==> src/rtl/nand_unit_arbiter_pkg.sv <==
// Shared types for the NAND unit arbiter: FSM state encoding.
package nand_unit_arbiter_pkg;

  typedef enum logic [1:0] {
    S_IDLE = 2'd0,
    S_EVAL = 2'd1,
    S_DONE = 2'd2
  } state_t;

endpackage

==> src/rtl/nand_unit_arbiter_word.sv <==
// WIDTH-bit NAND word built from one two-input NAND cell per bit.
module nand_word #(
  parameter int unsigned WIDTH = 32
) (
  output logic [WIDTH-1:0] f,
  input  logic [WIDTH-1:0] a,
  input  logic [WIDTH-1:0] b
);

  for (genvar i = 0; i < WIDTH; i++) begin : g_cell
    nand u_nand (f[i], a[i], b[i]);
  end

endmodule

==> src/rtl/nand_unit_arbiter.sv <==
// Round-robin arbiter/sequencer sharing one NAND word among NREQ requesters.
module nand_unit_arbiter
  import nand_unit_arbiter_pkg::*;
#(
  parameter int unsigned NREQ  = 4,
  parameter int unsigned WIDTH = 32,
  parameter int unsigned IDW   = 2
) (
  input  logic                  clk,
  input  logic                  clrn,
  input  logic [NREQ-1:0]       req,
  input  logic [NREQ*WIDTH-1:0] a_in,
  input  logic [NREQ*WIDTH-1:0] b_in,
  output logic [NREQ-1:0]       gnt,
  output logic                  res_valid,
  output logic [WIDTH-1:0]      res_f,
  output logic [IDW-1:0]        res_id,
  input  logic                  res_ready,
  output logic                  busy
);

  state_t           state, state_nxt;
  logic [IDW-1:0]   ptr, win, id_q;
  logic             win_ok, grant_en;
  logic [WIDTH-1:0] a_q, b_q, sel_a, sel_b, nand_f;

  // Rotate-priority find-first: returns {found, index}, searching ptr, ptr+1, ... mod NREQ.
  function automatic logic [IDW:0] find_first(input logic [NREQ-1:0] r, input logic [IDW-1:0] p);
    logic [IDW:0] res;
    res = '0;
    for (int unsigned k = 0; k < NREQ; k++) begin
      if (!res[IDW] && r[(32'(p) + k) % NREQ]) begin
        res = {1'b1, IDW'((32'(p) + k) % NREQ)};
      end
    end
    return res;
  endfunction

  // Winner selection and grant qualification (gated by clrn so no grant shows during reset).
  always_comb begin
    {win_ok, win} = find_first(req, ptr);
    grant_en      = clrn && win_ok &&
                    ((state == S_IDLE) || ((state == S_DONE) && res_ready));
  end

  // Operand mux for the winning requester.
  always_comb begin
    sel_a = '0;
    sel_b = '0;
    for (int unsigned i = 0; i < NREQ; i++) begin
      if (win == IDW'(i)) begin
        sel_a = a_in[i*WIDTH +: WIDTH];
        sel_b = b_in[i*WIDTH +: WIDTH];
      end
    end
  end

  nand_word #(.WIDTH(WIDTH)) u_nand_word (
    .f (nand_f),
    .a (a_q),
    .b (b_q)
  );

  // Next-state and Mealy grant decode.
  always_comb begin
    state_nxt = state;
    gnt       = '0;
    case (state)
      S_IDLE: begin
        if (grant_en) begin
          gnt[win]  = 1'b1;
          state_nxt = S_EVAL;
        end
      end
      S_EVAL: state_nxt = S_DONE;
      S_DONE: begin
        if (res_ready) begin
          if (grant_en) begin
            gnt[win]  = 1'b1;
            state_nxt = S_EVAL;
          end else begin
            state_nxt = S_IDLE;
          end
        end
      end
      default: state_nxt = S_IDLE;
    endcase
  end

  // State register.
  always_ff @(posedge clk or negedge clrn) begin
    if (!clrn) state <= S_IDLE;
    else       state <= state_nxt;
  end

  // Operand latch on grant, result capture in EVAL, release on handshake.
  always_ff @(posedge clk or negedge clrn) begin
    if (!clrn) begin
      ptr       <= '0;
      a_q       <= '0;
      b_q       <= '0;
      id_q      <= '0;
      res_f     <= '0;
      res_id    <= '0;
      res_valid <= 1'b0;
    end else begin
      if (grant_en) begin
        a_q  <= sel_a;
        b_q  <= sel_b;
        id_q <= win;
        ptr  <= (win == IDW'(NREQ - 1)) ? '0 : win + IDW'(1);
      end
      if (state == S_EVAL) begin
        res_f     <= nand_f;
        res_id    <= id_q;
        res_valid <= 1'b1;
      end else if ((state == S_DONE) && res_ready) begin
        res_valid <= 1'b0;
      end
    end
  end

  assign busy = (state != S_IDLE);

endmodule

==> config.mk <==
export PLATFORM = sky130hd
export DESIGN_NAME = nand_unit_arbiter
export DESIGN_NICKNAME = d
export VERILOG_FILES = /design/src/rtl/nand_unit_arbiter_pkg.sv /design/src/rtl/nand_unit_arbiter_word.sv /design/src/rtl/nand_unit_arbiter.sv
export SDC_FILE = /design/constraint.sdc
export NUM_CORES = 1
export LEC_CHECK = 0
export CAP_MARGIN = 15
export CORE_ASPECT_RATIO = 0.9
export CORE_UTILIZATION = 42
export DETAILED_ROUTE_END_ITERATION = 8
export PLACE_DENSITY = 0.9
export SLEW_MARGIN = 20
export SYNTH_ARGS = -nofsm -noshare
export SYNTH_HDL_FRONTEND = slang
export SYNTH_HIERARCHICAL = 1
export SYNTH_SLANG_ARGS = --single-unit
==> constraint.sdc <==
create_clock -name clk -period 2.5 [get_ports clk]
set_input_delay 0.25 -clock clk [delete_from_list [all_inputs] [get_ports clk]]
set_output_delay 0.25 -clock clk [all_outputs]
set_load 0.1 [all_outputs]
==> summary.txt <==
Layout
  – Multi-input logic area: between 3000 and 4000 um2
  – P&R area growth vs syn: 60.92%
  – Most frequent cells in the layout: clkdlybuf4s50_1 (257), a31oi_1 (129), dfrtp_1 (103), nand2_1 (99), buf_4 (72)
  – Commonest non-fill, non-tap cell in the layout: clkdlybuf4s50_1
  – Filler cells: 1,118
  – Layout cells sized above 1: between 10% and 20%
  – Fin cells: ~1,200
  – Nets: 1,301
  – Sequential Area: 2630 um2

GRT
  – Most crowded layer after global routing: met2
  – Grt ovf: 0
  – Initial antenna violation count: 2
  – Tot GR Track Use: between 30% and 40%
  – Vias in the first global route: approximately 7,400
  – First-pass GRT wire length: 38.12 mm
  – Met2 Use GR: 51.33%
  – Met1 Usage GRT: a little over a third
  – Met3 GRT Util: about 7.4%
  – Largest net degree at the start of global routing: 68

Die
  – Die width: approximately 130 um
  – Core area: 14,980 um2
  – Die outline area: between 15,000 and 20,000 um2
  – Placement row count: 42
  – Chip height: 120.5 um
  – Initial core utilization: between 40 and 50%
  – Io pins: about 300

STA
  – Max Freq: between 0.4 and 0.5 GHz
  – Relative slew slack: 52.42%
  – Post-route setup slack: 0.05058 ns
  – Final Slew Violations: 0
  – Tcrit/Tclk final: a little over nine tenths
  – Final setup violation count: 0
  – Final Hold Violating Endpoints: 0
  – Layout Skew: 0.007346 ns
  – Minimum clock period: 2.449 ns
  – Slew @ Worst Pin: 0.7137 ns

Clocking
  – Clock buffer depth: 2
  – Hold Buf Count CTS: 0
  – Clk sinks: around 110
  – H-tree levels: 3
  – Clock Latency Late Sink: 0.35 ns
  – Clk slew on worst S/H paths: 0.07 ns
  – CTS tree: yes
  – Clk root buf: clkbuf_16
  – Num CTS Buffers: 9

Logic synthesis
  – Synth Area per Inst: 8.755 um2
  – Dominant cell type by area after synthesis: dfrtp_1
  – Synth Instances: 749
  – Seq/Total Area, Yosys: 40.07%
  – Post-Synthesis Cell Area: between 6000 and 7000 um2
  – Synth Warn #: 6
  – Yosys cell types: 33
  – Syn_nets: 1,016
  – Async SR Flop Fraction: 100.0%
  – Post-synth EDFFs: 0
  – Top FF cell, synth: dfrtp_1
  – Synth top area share: between 40 and 50%
  – Synth Register Bits: 105
  – Area contributors post-synth: dfrtp_1 (40%), a31oi_1 (12%), a221o_1 (9.8%), nand3b_1 (7.3%), mux2_2 (5.8%)

Pwr
  – Total power: 12.64 mW
  – Peak VDD IR: 0.7451 mV
  – Combinational group share of total power: 63.3%
  – Net Switching: 6.012 mW
  – PwrDens: 1198 nW/um2
  – Pint: 6.631 mW
  – Net Sw Frac: 47.55%
  – Leak: 4.250 nW
  – Clock power share: 12.3%
  – Sequential share of power: between 20% and 30%

Place
  – IO buf count: 302
  – Placed insts: 1,208
  – Hpwl dp: ~16 mm
  – Dpl ws: -0.5017 ns
  – GP Congestion: 0.9110

Routing
  – First-pass detailed-route iteration total: 7
  – WL/cell: 20.40 um
  – Vias: ~7,400
  – DR iter-0 viols: between 600 and 700
  – Vias per cell: 6.013
  – Final WL: 25.26 mm
  – DRC Markers: 0
  – Routed Antenna Nets: 0

Critical path
  – Startpoint types: register
  – Setup crit end kind: register
  – Crit path DAT: ~2.7 ns
  – Critical Path RT: 2.75 ns
  – Crit path kind: register to register
  – Maximum fanout along the worst path: 30
  – R2R cell count: 9

Status
  – Outcome: finished, final reports clean

Job
  – Max Cap Viol: 0

Hold path
  – Worst hold path class: input pin to asynchronous set/reset pin
[cells in the mapped netlist, types with 2 or more instances]
master    instances
a221o_1          64
buf_1             8
mux2_2           34
ha_1              4
nand2b_1          2
clkbuf_1         61
buf_2             7
buf_6             8
dfrtp_1         105
a21oi_1          67
nor3b_1           2
inv_1            67
a31oi_1         129
and2_1            5
nand3b_1         64
and3_1            2
nand2_1         100
nor2b_1           4
or2_2             2
[registers in the layout, summed over array words and instances (netlist names)]
signal     cells
a_q           32
b_q           32
res_f         32
id_q           2
ptr            2
res_id         2
state          2
res_valid      1
[metal layers]
layer,share of wire [%],wire (um),vias to the layer above
met3,10,2570,95
met2,49,12280,484
met4,3.8,969,2
met5,0.051,13,-
met1,37,9419,3531
li1,-,-,3332
[power groups by stage]
stage	registers, mW	clock network [mW]	logic (mW)
global route	3.18	1.64	8.42
finish	3.09	1.55	8.01
floorplan	4.82	0	3.28
global placement	3.04	0	7.16
detailed placement	3.08	0	7.32
CTS	3.06	1.57	7.71
[final cells by class]
| class | count | share of cell area, % |
|---|---|---|
| Multi-Input combinational cell | 493 | 32.36 |
| Inverter | 67 | 2.383 |
| Clock inverter | 6 | 0.8537 |
| Sequential cell | 105 | 24.92 |
| Tap cell | 198 | 2.348 |
| Clock buffer | 10 | 2.170 |
| Antenna cell | 1 | 0.02371 |
| Timing Repair Buffer | 358 | 34.94 |
[what timing repair did]
item | in CTS | in global routing
gates resized for setup | 14 | 11
setup buffers | 3 | 6
pin swaps | 3 | 7
gates cloned | 3 | 1
setup endpoints to repair | 68 | 65
[final timing paths]
check                               start  slack, ns        to
worst max-delay path               ptr[1]       0.05   a_q[29]
worst min-delay path                 clrn       0.04    ptr[0]
worst max register to register     ptr[1]       0.05   a_q[29]
worst min register to register   res_f[4]       0.51  res_f[4]
max in group asynchronous            clrn       1.28   a_q[29]
min in group clk                b_in[103]       0.46    b_q[7]
[stage by stage]
step           setup TNS, ns  cell area (um2)  hold slack, ns  util, %
6_report                   0            10550         0.03609    70.46
3_3_place_gp          -26.51             9931          0.4177    66.31
3_5_place_dp          -29.59             9931          0.4215    66.31
5_1_grt            -0.009260            10550         0.08282    70.44
2_1_floorplan        -0.1435             6564        -0.04559        -
4_1_cts                    0            10430         0.04457    69.62
[worst max-delay path, stage by stage, from the launching register on]
cell	delay (ns)
dfrtp_2	0.46
mux2i_1	0.25
or2_4	0.17
and3_4	0.23
ha_4	0.20
buf_6	0.15
clkbuf_16	0.22
a21oi_1	0.10
a221o_1	0.34
a31oi_1	0.23
[kinds of logic (layout without fill, tap and decap cells)]
group,Yosys count,after routing,share of synthesized area [%]
buffers and inverters,151,441,9.693
muxes,36,36,6.220
adders and majority gates,4,4,0.7632
AOI/OAI and AO/OA,267,267,28.09
DFF,105,105,40.07
other,0,1,0
and+or+nand+nor,186,186,15.17
(Power assumes the default switching activity.)
